[src/rtl/baw_pkg.sv]
// rtl/baw_pkg.sv - shared types, codes and helpers for the automated card player
package baw_pkg;

  localparam int NUM_CARDS = 9;

  typedef enum logic [1:0] {
    STRAT_RANDOM  = 2'd0,
    STRAT_LOWEST  = 2'd1,
    STRAT_HIGHEST = 2'd2,
    STRAT_COUNTER = 2'd3
  } strat_e;

  typedef enum logic [2:0] {
    ST_IDLE    = 3'd0,
    ST_SCAN    = 3'd1,
    ST_HOLD    = 3'd2,
    ST_CONFIRM = 3'd3,
    ST_ERR     = 3'd4
  } state_e;

  // Odd cards are black, matching the referee's handcard[0] convention.
  function automatic logic card_is_black(input logic [3:0] n);
    return n[0];
  endfunction

  // Random start index: the 8-bit LFSR value folded onto 0..8.
  function automatic logic [3:0] mod9(input logic [7:0] v);
    logic [7:0] r;
    r = v % 8'd9;
    return r[3:0];
  endfunction

endpackage

[src/rtl/baw_lfsr8.sv]
// rtl/baw_lfsr8.sv - 8-bit Fibonacci LFSR (x^8+x^6+x^5+x^4+1) with zero-safe seeding
module baw_lfsr8 #(
  parameter logic [7:0] SEED_DEFAULT = 8'h01
) (
  input  logic       clk,
  input  logic       reset,
  input  logic       load,
  input  logic [7:0] load_val,
  input  logic       step,
  output logic [7:0] value
);

  logic fb;

  assign fb = value[7] ^ value[5] ^ value[4] ^ value[3];

  // A zero seed would lock the register, so it is replaced by 8'h01; load beats step.
  always_ff @(posedge clk) begin
    if (reset) begin
      value <= (SEED_DEFAULT == 8'h00) ? 8'h01 : SEED_DEFAULT;
    end else if (load) begin
      value <= (load_val == 8'h00) ? 8'h01 : load_val;
    end else if (step) begin
      value <= {value[6:0], fb};
    end
  end

endmodule

[src/rtl/baw_cpu_player.sv]
// rtl/baw_cpu_player.sv - automated opponent: picks, holds and confirms one card per turn
module baw_cpu_player
  import baw_pkg::*;
#(
  parameter int         HOLD_CYCLES  = 4,
  parameter logic [7:0] SEED_DEFAULT = 8'h01
) (
  input  logic                 clk,
  input  logic                 reset,
  input  logic                 turn_req,
  input  logic [NUM_CARDS-1:0] avail_mask,
  input  logic [1:0]           strategy,
  input  logic                 opp_played,
  input  logic                 opp_black,
  input  logic                 seed_load,
  input  logic [7:0]           seed,
  output logic [NUM_CARDS-1:0] card_onehot,
  output logic [3:0]           card_num,
  output logic                 card_valid,
  output logic                 confirm,
  output logic                 busy,
  output logic                 error
);

  localparam logic [3:0] HOLD_LAST = 4'(HOLD_CYCLES - 1);
  localparam logic [3:0] TOP_CARD  = 4'(NUM_CARDS - 1);

  state_e               state, state_n;
  logic [NUM_CARDS-1:0] snap, snap_n;
  logic [3:0]           ptr, ptr_n;
  logic                 desc, desc_n;
  logic [3:0]           card, card_n;
  logic [3:0]           cnt, cnt_n;
  logic [7:0]           lfsr_val;
  logic                 lfsr_load;
  logic                 lfsr_step;

  baw_lfsr8 #(
    .SEED_DEFAULT(SEED_DEFAULT)
  ) u_lfsr (
    .clk     (clk),
    .reset   (reset),
    .load    (lfsr_load),
    .load_val(seed),
    .step    (lfsr_step),
    .value   (lfsr_val)
  );

  // State and datapath registers; reset abandons any turn in flight.
  always_ff @(posedge clk) begin
    if (reset) begin
      state <= ST_IDLE;
      snap  <= '0;
      ptr   <= '0;
      desc  <= 1'b0;
      card  <= '0;
      cnt   <= '0;
    end else begin
      state <= state_n;
      snap  <= snap_n;
      ptr   <= ptr_n;
      desc  <= desc_n;
      card  <= card_n;
      cnt   <= cnt_n;
    end
  end

  // Turn sequencing: snapshot and pick start point, scan for a card, hold, confirm.
  always_comb begin
    state_n   = state;
    snap_n    = snap;
    ptr_n     = ptr;
    desc_n    = desc;
    card_n    = card;
    cnt_n     = cnt;
    lfsr_load = 1'b0;
    lfsr_step = 1'b0;
    case (state)
      ST_IDLE: begin
        if (seed_load) begin
          lfsr_load = 1'b1;
        end else if (turn_req) begin
          lfsr_step = 1'b1;
          snap_n    = avail_mask;
          if (avail_mask == '0) begin
            state_n = ST_ERR;
          end else begin
            state_n = ST_SCAN;
            ptr_n   = mod9(lfsr_val);
            desc_n  = 1'b0;
            case (strat_e'(strategy))
              STRAT_LOWEST: begin
                ptr_n  = 4'd0;
                desc_n = 1'b0;
              end
              STRAT_HIGHEST: begin
                ptr_n  = TOP_CARD;
                desc_n = 1'b1;
              end
              STRAT_COUNTER: begin
                if (opp_played) begin
                  ptr_n  = opp_black ? TOP_CARD : 4'd0;
                  desc_n = opp_black;
                end
              end
              default: ;
            endcase
          end
        end
      end
      ST_SCAN: begin
        if (snap[ptr]) begin
          card_n  = ptr;
          cnt_n   = 4'd0;
          state_n = ST_HOLD;
        end else if (desc) begin
          ptr_n = (ptr == 4'd0) ? TOP_CARD : ptr - 4'd1;
        end else begin
          ptr_n = (ptr == TOP_CARD) ? 4'd0 : ptr + 4'd1;
        end
      end
      ST_HOLD: begin
        if (cnt == HOLD_LAST) begin
          state_n = ST_CONFIRM;
        end else begin
          cnt_n = cnt + 4'd1;
        end
      end
      ST_CONFIRM: state_n = ST_IDLE;
      ST_ERR:     state_n = ST_IDLE;
      default:    state_n = ST_IDLE;
    endcase
  end

  assign card_valid  = (state == ST_HOLD) || (state == ST_CONFIRM);
  assign card_num    = card_valid ? card : 4'd0;
  assign card_onehot = card_valid ? (NUM_CARDS'(1) << card) : '0;
  assign confirm     = (state == ST_CONFIRM);
  assign busy        = (state != ST_IDLE);
  assign error       = (state == ST_ERR);

endmodule
[config.mk]
export PLATFORM = sky130hd
export DESIGN_NAME = baw_cpu_player
export DESIGN_NICKNAME = d
export VERILOG_FILES = /design/src/rtl/baw_pkg.sv /design/src/rtl/baw_lfsr8.sv /design/src/rtl/baw_cpu_player.sv
export SDC_FILE = /design/constraint.sdc
export NUM_CORES = 1
export LEC_CHECK = 0
export ABC_AREA = 0
export BUFFER_PORTS_ARGS = -buffer_cell sky130_fd_sc_hd__buf_2
export CORE_MARGIN = 2
export CORE_UTILIZATION = 40
export DETAILED_ROUTE_END_ITERATION = 10
export PLACE_DENSITY_LB_ADDON = 0.05
export RECOVER_POWER = 50
export SLEW_MARGIN = 15
export SYNTH_ARGS = -nofsm -noshare
export SYNTH_HDL_FRONTEND = slang
export SYNTH_SLANG_ARGS = --single-unit
[constraint.sdc]
create_clock -name clk -period 5 [get_ports clk]
set_input_delay 0.25 -clock clk [delete_from_list [all_inputs] [get_ports clk]]
set_output_delay 0.25 -clock clk [all_outputs]
set_load 0.01 [all_outputs]
# ---- Word level (Yosys, flattened, before mapping)
# Cells that the tools add are included.
dict set report word_totals {
  reg_bits 33
  wordCells 83
}
dict set report op_classes {
  div_mod_pow 1
  n_mux 34
  n_shift 1
  bitwise_logic 5
  n_eq_ne 16
  order_cmp 1
  reduce_logical 15
  add_sub_neg 3
}
# cell n
set ops {}
lappend ops {{2-to-1 mux 4 bit} 12}
lappend ops {{2-to-1 mux 8 bit} 3}
lappend ops {{one-hot mux 4 bit (2 select lines)} 2}
lappend ops {{2-to-1 mux 3 bit} 5}
lappend ops {{inequality test 2 bit (second input constant)} 7}
lappend ops {{one-hot mux 4 bit (3 select lines)} 1}
lappend ops {{zero test 9 bit} 1}
lappend ops {{2-to-1 mux 9 bit} 1}
lappend ops {{one-hot mux 3 bit (3 select lines)} 1}
lappend ops {{left shift 1 x 4 -> 9 bit (first input constant)} 1}
lappend ops {{adder 4 x 1 -> 4 bit (second input constant)} 2}
lappend ops {{zero test 8 bit} 1}
lappend ops {{remainder unit 8 x 4 -> 8 bit (second input constant)} 1}
lappend ops {{AND reduction 4 bit} 2}
lappend ops {{2-to-1 mux 1 bit} 7}
lappend ops {{equality test 3 x 2 -> 1 bit (second input constant)} 2}
lappend ops {{AND reduction 3 bit} 2}
lappend ops {{nonzero test 2 bit} 3}
lappend ops {{less-than comparator 4 x 5 -> 1 bit (second input constant)} 1}
lappend ops {{AND reduction 5 bit} 1}
lappend ops {{binary-select mux 1 bit (select 4 bit)} 1}
lappend ops {{equality test 2 bit (second input constant)} 2}
lappend ops {{equality test 4 x 2 -> 1 bit (second input constant)} 1}
lappend ops {{equality test 4 bit (second input constant)} 1}
lappend ops {{12 further kinds} 15}

# ---- Depth between registers and ports, before layout
# Gate-level depths: netlist of the first run.
dict set report logic_depth {
  ltp_word 7
  ltp_mapped 16
  depth_no_buf 15
}

# ---- Cells and area by module
# From an unflattened synthesis of the first run, not the netlist that was laid out.
dict set report hier_totals {
  hier_cells 322
  hier_area_um2 2580.0
}
# module instances area_per_inst_um2 seq_area_each_um2 cells_each
set by_module_without_submodules {}
lappend by_module_without_submodules {baw_cpu_player 1 2139.6 500.5 278}
lappend by_module_without_submodules {baw_lfsr8 1 440.4 160.2 44}

# ---- Worst setup path before layout of the first run
# No wires, ideal clock.
dict set report synth_path {
  path_type {flip-flop to flip-flop}
  from {reg u_lfsr.value[6]}
  to {reg ptr[1]}
  path_buffers 1
  synth_period_minus_slack_ns 3.123
  stages_incl_launch_ff 17
  required_time_ns 4.880
  setup_time_ns 0.120
  t_arrival_ns 3.003
  slack_ns 1.877
  cell_sequence {dfxtp_1 -> buf_4 -> nand2b_4 -> maj3_2 -> o32ai_2 -> nor2_1 -> ha_1 -> nor3_2 -> o21ai_2 -> nor2_2 -> xnor2_1 -> ha_1 -> inv_1 -> nor3_1 -> a21bo_1 -> nor3_1 -> o31a_1}
}
dict set report synth_between {
  elab_chain_len 7
}
# element line
set synth_rtl {}
lappend synth_rtl {{from (decl)} baw_lfsr8.sv:10} ;# output logic [7:0] value
lappend synth_rtl {{from (signal assigned)} baw_lfsr8.sv:20} ;# value <= (SEED_DEFAULT == 8'h00) ? 8'h01 : SEED_DEFAULT;
lappend synth_rtl {{from (signal assigned)} baw_lfsr8.sv:22} ;# value <= (load_val == 8'h00) ? 8'h01 : load_val;
lappend synth_rtl {{from (signal assigned)} baw_lfsr8.sv:24} ;# value <= {value[6:0], fb};
lappend synth_rtl {{remainder unit 8 x 4 -> 8 bit *} baw_pkg.sv:29} ;# r = v % 8'd9;
lappend synth_rtl {{2-to-1 mux 4 bit} baw_cpu_player.sv:101} ;# if (opp_played) begin
lappend synth_rtl {{one-hot mux 4 bit (3 select lines) *} baw_cpu_player.sv:91} ;# case (strat_e'(strategy))
lappend synth_rtl {{2-to-1 mux 4 bit *} baw_cpu_player.sv:85} ;# if (avail_mask == '0) begin
lappend synth_rtl {{2-to-1 mux 4 bit *} baw_cpu_player.sv:82} ;# end else if (turn_req) begin
lappend synth_rtl {{2-to-1 mux 4 bit *} baw_cpu_player.sv:80} ;# if (seed_load) begin
lappend synth_rtl {{one-hot mux 4 bit (2 select lines) *} baw_cpu_player.sv:78} ;# case (state)
lappend synth_rtl {{to (signal assigned)} baw_cpu_player.sv:61} ;# ptr <= ptr_n;
lappend synth_rtl {{to (decl)} baw_cpu_player.sv:30} ;# logic [3:0] ptr, ptr_n;
# Every way passes the cells marked *; elsewhere a longest branch is shown, timed or not. The select of a mux whose other input is x is not followed.
# A chain may end at the register's enable or synchronous reset.

# ---- Final worst setup path of the first run
dict set report layout_path {
  from {reg u_lfsr.value[2]}
  to {reg ptr[0]}
}
# The elaborated chain is that of the path after synthesis.

==> impl_table.tex, run 1 <==
\begin{tabular}{lr}
\hline
Metric & Value \\
\hline
\multicolumn{2}{l}{\textbf{Place}} \\
\quad Placer Congestion & 0.872 \\
\quad Placement Cell Area & 0.00280 mm² \\
\quad Half-perimeter wire length of the detailed placement result & 4.55 mm \\
\quad Total of buffers placed on input and output ports & 41 \\
\multicolumn{2}{l}{\textbf{Clock tree}} \\
\quad Later-pin clock latency in the skew report & 290 ps \\
\quad Clock tree from TritonCTS & built \\
\quad Hold buffers post-CTS & 0 \\
\quad Clock transition at the registers of the reported paths & 80 ps \\
\quad Total clock sinks & 33 \\
\quad Cts bufs inserted & 5 \\
\quad CTS root buffer & clkbuf\_8 \\
\quad Number of resized instances in the post-cts repair step & 0 \\
\quad Largest buffer count on any clock path & 2 \\
\quad Setup Fix Bufs, Post-CTS & 0 \\
\quad H-tree depth & 2 \\
\multicolumn{2}{l}{\textbf{Logic synthesis}} \\
\quad Number of instances in the synthesized netlist & 350 \\
\quad Yosys reg bits & 33 \\
\quad Net count after synthesis & 382 \\
\quad Count of different cell masters after synthesis & 69 \\
\quad Async set-or-reset flop fraction in the synthesized netlist & 0 \\
\quad Synth area leaders & dfxtp\_1 (25\%), nor2\_1 (8.7\%), mux2i\_1 (6.2\%) \\
\quad Most frequent cells after synthesis & nor2\_1 (60), dfxtp\_1 (33), nand2\_1 (30), a21oi\_1 (24), mux2i\_1 (16) \\
\quad Sequential fraction of the synthesis area & 0.254 \\
\quad Most common cell in the synthesized netlist & nor2\_1 \\
\quad Post-synth EDFFs & 0 \\
\quad Most used DFF post-synth & dfxtp\_1 \\
\quad Post-synthesis cell type with the largest combined area & dfxtp\_1 \\
\quad Summed instance area of the synthesized netlist & 0.00260 mm² \\
\quad Syn Area/Cell & 7.42 µm² \\
\quad Fraction of post-synthesis cell area in the top cell type by area & 0.254 \\
\quad Yosys synthesis warning count & 0 \\
\multicolumn{2}{l}{\textbf{Global routing}} \\
\quad Overall fraction of global-route tracks in use & 0.169 \\
\quad Vias in the first global route & 2110 \\
\quad Maximum number of pins on one net before global-route repair & 34 \\
\quad Initial antenna violation count & 0 \\
\quad Aggregate global routing overflow & 0 \\
\quad Global-route wire length before repair & 9.97 mm \\
\multicolumn{2}{l}{\textbf{STA}} \\
\quad Setup skew after layout & 4.66 ps \\
\quad Setup repair after global routing missed its margin & no \\
\quad Max-slew violations & 0 \\
\quad Final hold vios & 0 \\
\quad Final critical path time including I/O delays and setup & 3660 ps \\
\quad Portion of the clock cycle consumed by the worst path in the final layout & 0.733 \\
\quad Least-Margin Pin Slew & 827 ps \\
\quad Fmax & 0.273 GHz \\
\quad TNS Setup & 0 ps \\
\quad Slew Limit Headroom & 0.445 \\
\quad Total of endpoints with negative setup slack in the final report & 0 \\
\multicolumn{2}{l}{\textbf{Floorplan}} \\
\quad Die Span X & 84.6 µm \\
\quad Placeable core area & 0.00631 mm² \\
\quad DIE AREA & 0.00716 mm² \\
\quad Placement Rows & 29 \\
\quad Initial cell density of the core & 0.412 \\
\quad Top-Level Pins & 42 \\
\quad Die Span Y & 84.6 µm \\
\multicolumn{2}{l}{\textbf{Route}} \\
\quad Via total after detailed routing & 2506 \\
\quad Vias per inst & 5.52 \\
\quad Pre-antenna DRT Iters & 4 \\
\quad Routed met2 length & 2.51 mm \\
\quad Total detailed-routing wirelength & 6.13 mm \\
\quad DRT antenna net count & 0 \\
\quad Met3 wire len & 264 µm \\
\quad DRC violation count after routing & 0 \\
\quad Iteration-0 DRC Markers & 151 \\
\quad Highest metal layer used by the detailed router & met4 \\
\quad DRT met1 WL & 3.29 mm \\
\quad Final routed wire length divided by cell count & 13.5 µm \\
\multicolumn{2}{l}{\textbf{Critical path}} \\
\quad Startpoint of the worst-slack reg-to-reg timing path & u\_lfsr.value[2] \\
\quad Worst setup SP type & register \\
\quad Data arrival time at the worst-slack endpoint & 3810 ps \\
\quad Category of the most critical setup path & reg -> reg \\
\quad Required time of the critical path & 5150 ps \\
\quad Critical path startpoint & u\_lfsr.value[2] \\
\quad Category of the worst setup path capture point & register \\
\quad Cell depth of the worst flop-to-flop path & 15 \\
\quad Maximum net fanout on the critical path & 13 \\
\multicolumn{2}{l}{\textbf{Cells and area}} \\
\quad Total inserted antenna cells & 0 \\
\quad Fraction of layout instances using a drive strength above 1 & 0.143 \\
\quad Area delta synth->final & 10.4\% \\
\quad Nets & 408 \\
\quad Final design instance area without fill & 0.00287 mm² \\
\quad Final core occ & 0.455 \\
\multicolumn{2}{l}{\textbf{Worst hold path}} \\
\quad Worst min-delay path startpoint & avail\_mask[5] \\
\quad Class of the worst hold path & in -> reg \\
\quad Number of instances on the worst hold path & 3 \\
\multicolumn{2}{l}{\textbf{Power and ir drop}} \\
\quad Standby leakage power & 1.14 nW \\
\quad Maximum vdd drop & 0.000139 V \\
\quad Power per cell area & 306 mW/mm² \\
\multicolumn{2}{l}{\textbf{Run}} \\
\quad Count of max-cap constraint violations & 0 \\
\multicolumn{2}{l}{\textbf{Outcome}} \\
\quad Outcome & complete, no violations \\
\hline
\end{tabular}
sequential cells by signal, indices dropped and copies added, names as in the netlist:
signal / cells
ptr: 4
desc: 1
cnt: 4
snap: 9
u_lfsr.value: 8
state: 3
card: 4
logic make-up (layout without fill, tap and decap cells):
kind of cell,after synthesis,after routing,synth area share
AO/OA/AOI/OAI,86,86,0.233
XOR/XNOR,8,8,0.0270
adder cells (fa/ha/maj),8,8,0.0380
buffers and inverters,35,62,0.0573
flip-flops,33,33,0.254
multiplexers,21,21,0.0934
AND/OR/NAND/NOR,159,159,0.298
layer usage:
metal,vias up,GRT usage
li1,1306,-
met1,1132,0.264
met2,63,0.237
met3,5,0.0295
met4,0,0.0433
met5,-,0
cells in the final DEF, fill, tap and decap left out, types with 3 or more instances in the layout:
master	instances
a21oi_1	24
a22oi_1	3
a311oi_1	5
a31oi_1	6
and2_1	3
buf_2	28
clkbuf_1	13
clkbuf_8	5
dfxtp_1	33
ha_1	7
inv_1	11
mux2i_1	16
nand2_1	30
nand2b_1	10
nand3_1	7
nand3b_1	3
nand4_1	5
nor2_1	60
nor2b_1	11
nor3_1	12
nor4_1	4
o21ai_0	10
o21ai_1	3
o21bai_1	3
o22ai_1	5
xnor2_1	6
area by class of cell:
type / instances / area (µm²)
inverter: 13 / 48.8
clock buffer: 5 / 68.8
sequential: 33 / 661
tap: 77 / 96.3
clock inverter: 3 / 17.5
fill: 691 / 3440
timing repair buffer: 41 / 189
multi-input combinational: 282 / 1790
critical path, stage by stage (launching register included):
cell      delay [ps]
dfxtp_1          550
nor2b_1          490
o21ai_0          170
a21oi_1          250
nor2_1           120
ha_1             210
nor3_2           270
o21ai_2           80
nor2_2           200
xnor2_1          190
ha_1             240
inv_1             60
nor3_1           170
a21bo_1          180
mux2i_1          220
a311oi_2         110
report_power, final:
part           leakage (nW)  internal (mW)  switching, mW
registers             0.270          0.282         0.0485
clock network        0.0439         0.0962          0.110
logic                 0.830          0.154          0.189
total                  1.14          0.532          0.347
final timing paths:
kind / slack (ps) / endpoint
max: 1340 / ptr[0]
min: 200 / snap[5]
max reg2reg: 1340 / ptr[0]
min reg2reg: 490 / cnt[1]
per-stage QoR:
stage	total power, mW	worst slack [ps]	hold slack [ps]	std cells
finish	0.879	1340	202	454
global route	0.946	955	215	454
CTS	0.885	1320	201	454
detailed placement	0.680	1350	477	446
global placement	0.679	1420	463	446
floorplan	0.612	1880	394	350
Power figures use the tool's default switching activity.
==> run 2, diff against run 1 <==
==> constraint.sdc (replaced) <==
create_clock -name clk -period 3.8 [get_ports clk]
set_input_delay 0.19 -clock clk [delete_from_list [all_inputs] [get_ports clk]]
set_output_delay 0.19 -clock clk [all_outputs]
set_load 0.01 [all_outputs]
==> run 2 against run 1 <==
  * Power is 41% higher
  * Register-to-register slack worse by 900 ps
  * Core utilization up 1.1 points
  * Clock skew down 0.54 ps
==> impl_table.tex, run 2 (synthesized netlist as in run 1, its figures left out) <==
\begin{tabular}{lr}
\hline
Metric & Value \\
\hline
\multicolumn{2}{l}{\textbf{Cells and area}} \\
\quad Final core occ & 0.466 (+0.0113) \\
\quad Flip-flop count of the largest register after layout & 9 (unchanged) \\
\quad Most common cell after layout, fill and taps aside & nor2\_1 \\
\quad Register name with the most flops & snap \\
\quad Fraction of layout instances using a drive strength above 1 & 0.165 (+0.0217) \\
\quad Area delta synth->final & 13.2\% \\
\quad Fillcell total & 683 (-1.2\%) \\
\quad Reg area & 663 µm² (+0.38\%) \\
\quad Nets & 413 (+1.2\%) \\
\quad Commonest cells after routing, fill and taps aside & nor2\_1 (60), dfxtp\_1 (31), nand2\_1 (30) \\
\quad Multi-input combinational cell area & 0.00179 mm² (+0.28\%) \\
\quad Total inserted antenna cells & 0 (unchanged) \\
\quad Top flop regs & snap: 9 flops, u\_lfsr.value: 8 flops \\
\multicolumn{2}{l}{\textbf{Floorplan}} \\
\quad Placement Rows & 29 (unchanged) \\
\quad Top-Level Pins & 42 (unchanged) \\
\quad Placeable core area & 0.00631 mm² (unchanged) \\
\quad Initial cell density of the core & 0.412 (unchanged) \\
\quad DIE AREA & 0.00716 mm² (unchanged) \\
\quad Die Span X & 84.6 µm (unchanged) \\
\quad Die Span Y & 84.6 µm (unchanged) \\
\multicolumn{2}{l}{\textbf{Critical path}} \\
\quad Reg-to-reg critical path endpoint & ptr[0] \\
\quad Startpoint of the worst-slack reg-to-reg timing path & u\_lfsr.value[3] \\
\quad Data arrival time at the worst-slack endpoint & 3520 ps (-290 ps) \\
\quad Category of the worst setup path capture point & register \\
\quad Cell depth of the worst flop-to-flop path & 15 (unchanged) \\
\quad Worst setup SP type & register \\
\quad Minimum setup slack among reg-to-reg paths & 430 ps (-900 ps) \\
\quad Maximum net fanout on the critical path & 14 (+1) \\
\quad Required time of the critical path & 3950 ps (-1200 ps) \\
\quad Category of the most critical setup path & reg -> reg \\
\multicolumn{2}{l}{\textbf{Clock tree}} \\
\quad Clock transition at the registers of the reported paths & 80 ps (about the same) \\
\quad Later-pin clock latency in the skew report & 290 ps (about the same) \\
\quad CTS root buffer & clkbuf\_8 \\
\quad Clock tree from TritonCTS & built \\
\quad H-tree depth & 2 (unchanged) \\
\quad Number of resized instances in the post-cts repair step & 0 (unchanged) \\
\quad Cts bufs inserted & 5 (unchanged) \\
\quad Largest buffer count on any clock path & 2 (unchanged) \\
\quad Total clock sinks & 33 (unchanged) \\
\quad Setup Fix Bufs, Post-CTS & 0 (unchanged) \\
\quad Hold buffers post-CTS & 0 (unchanged) \\
\multicolumn{2}{l}{\textbf{Route}} \\
\quad DRC violation count after routing & 0 (unchanged) \\
\quad Iteration-0 DRC Markers & 124 (-18\%) \\
\quad Vias per inst & 5.43 (-1.6\%) \\
\quad Via total after detailed routing & 2493 (-0.52\%) \\
\quad Total detailed-routing wirelength & 6.13 mm (unchanged) \\
\quad Pre-antenna DRT Iters & 4 (unchanged) \\
\quad Final routed wire length divided by cell count & 13.4 µm (-1.1\%) \\
\quad DRT antenna net count & 0 (unchanged) \\
\multicolumn{2}{l}{\textbf{STA}} \\
\quad Least-Margin Pin Slew & 757 ps (-70.0 ps) \\
\quad Portion of the clock cycle consumed by the worst path in the final layout & 0.886 (+0.153) \\
\quad Setup skew after layout & 4.12 ps (-0.539 ps) \\
\quad Final critical path time including I/O delays and setup & 3370 ps (-296 ps) \\
\quad Total of endpoints with negative setup slack in the final report & 0 (unchanged) \\
\quad Setup repair after global routing missed its margin & no \\
\quad Slew Limit Headroom & 0.494 (+0.0490) \\
\quad Final hold vios & 0 (unchanged) \\
\quad TNS Setup & 0 ps (unchanged) \\
\quad Max-slew violations & 0 (unchanged) \\
\quad Fmax & 0.297 GHz (+8.8\%) \\
\quad Worst Slack Setup Final & 433 ps (-904 ps) \\
\multicolumn{2}{l}{\textbf{Global routing}} \\
\quad Overall fraction of global-route tracks in use & 0.181 (+0.0117) \\
\quad Aggregate global routing overflow & 0 (unchanged) \\
\quad Maximum number of pins on one net before global-route repair & 34 (unchanged) \\
\quad Initial antenna violation count & 0 (unchanged) \\
\quad Vias in the first global route & 2313 (+9.6\%) \\
\quad Global-route wire length before repair & 10.7 mm (+7.7\%) \\
\multicolumn{2}{l}{\textbf{Outcome}} \\
\quad Outcome & complete, no violations \\
\multicolumn{2}{l}{\textbf{Run}} \\
\quad Count of max-cap constraint violations & 0 (unchanged) \\
\multicolumn{2}{l}{\textbf{Power and ir drop}} \\
\quad Maximum vdd drop & 0.000237 V (+70\%) \\
\quad Power per cell area & 420 mW/mm² (+37\%) \\
\quad Standby leakage power & 1.18 nW (+3.5\%) \\
\multicolumn{2}{l}{\textbf{Worst hold path}} \\
\quad Worst Hold End & snap[3] \\
\quad Number of instances on the worst hold path & 3 (unchanged) \\
\quad Worst min-delay path startpoint & avail\_mask[3] \\
\quad Class of the worst hold path & in -> reg \\
\multicolumn{2}{l}{\textbf{Place}} \\
\quad Total of buffers placed on input and output ports & 41 (unchanged) \\
\quad Half-perimeter wire length of the detailed placement result & 4.61 mm (+1.4\%) \\
\quad Placer Congestion & 0.812 (-6.8\%) \\
\quad Post-Place Worst Slack & 323 ps (-1030 ps) \\
\hline
\end{tabular}
run 2: critical path: stages (launching register included):
cell and delay [ps]:
dfxtp_2 400, nand2b_4 200, maj3_2 320, o32ai_2 250
nor2_1 140, ha_1 210, nor3_2 250, o21ai_2 80
nor2_2 210, xnor2_1 190, ha_1 240, inv_1 70
nor3_1 160, a21bo_1 180, mux2i_1 230, a311oi_2 110
run 2: worst max-delay path by stage:
stage | start | end | slack, ps | depth (start not counted)
3_3_place_gp | u_lfsr.value[3] | ptr[0] | 370 | 15
3_5_place_dp | u_lfsr.value[6] | ptr[0] | 320 | 15
6_report | u_lfsr.value[3] | ptr[0] | 430 | 15
5_1_grt | u_lfsr.value[3] | ptr[0] | 1 | 15
4_1_cts | u_lfsr.value[6] | ptr[0] | 310 | 15
2_1_floorplan | u_lfsr.value[6] | ptr[1] | 680 | 16
run 2: report_power, final:
part,internal (mW),switching (mW),total [mW]
clock,0.196,0.144,0.340
combinational,0.209,0.266,0.476
sequential,0.372,0.0480,0.420
total,0.778,0.458,1.24
run 2: cell type report:
cell class                      count  share of cell area
Inverter                           13              0.0166
Clock inverter                      3              0.0157
Sequential cell                    33               0.225
Timing Repair Buffer               46              0.0761
Tap cell                           77              0.0328
Multi-Input combinational cell    282               0.610
Clock buffer                        5              0.0234
run 2: routing by layer:
layer,up-vias,wire length [µm],track usage
li1,1313,-,-
met1,1124,3280,0.273
met2,51,2530,0.262
met3,5,263,0.0383
met4,0,46,0.0404
met5,-,0,0
run 2: stage by stage:
| step | area, µm² | cells | total power [mW] | hold WS, ps |
|---|---|---|---|---|
| after floorplan | 2600 | 350 | 0.805 | 334 |
| after global placement | 2840 | 451 | 0.902 | 442 |
| after detailed placement | 2840 | 451 | 0.904 | 450 |
| after CTS | 2950 | 459 | 1.25 | 142 |
| after global routing | 2940 | 459 | 1.33 | 161 |
| final | 2940 | 459 | 1.24 | 149 |
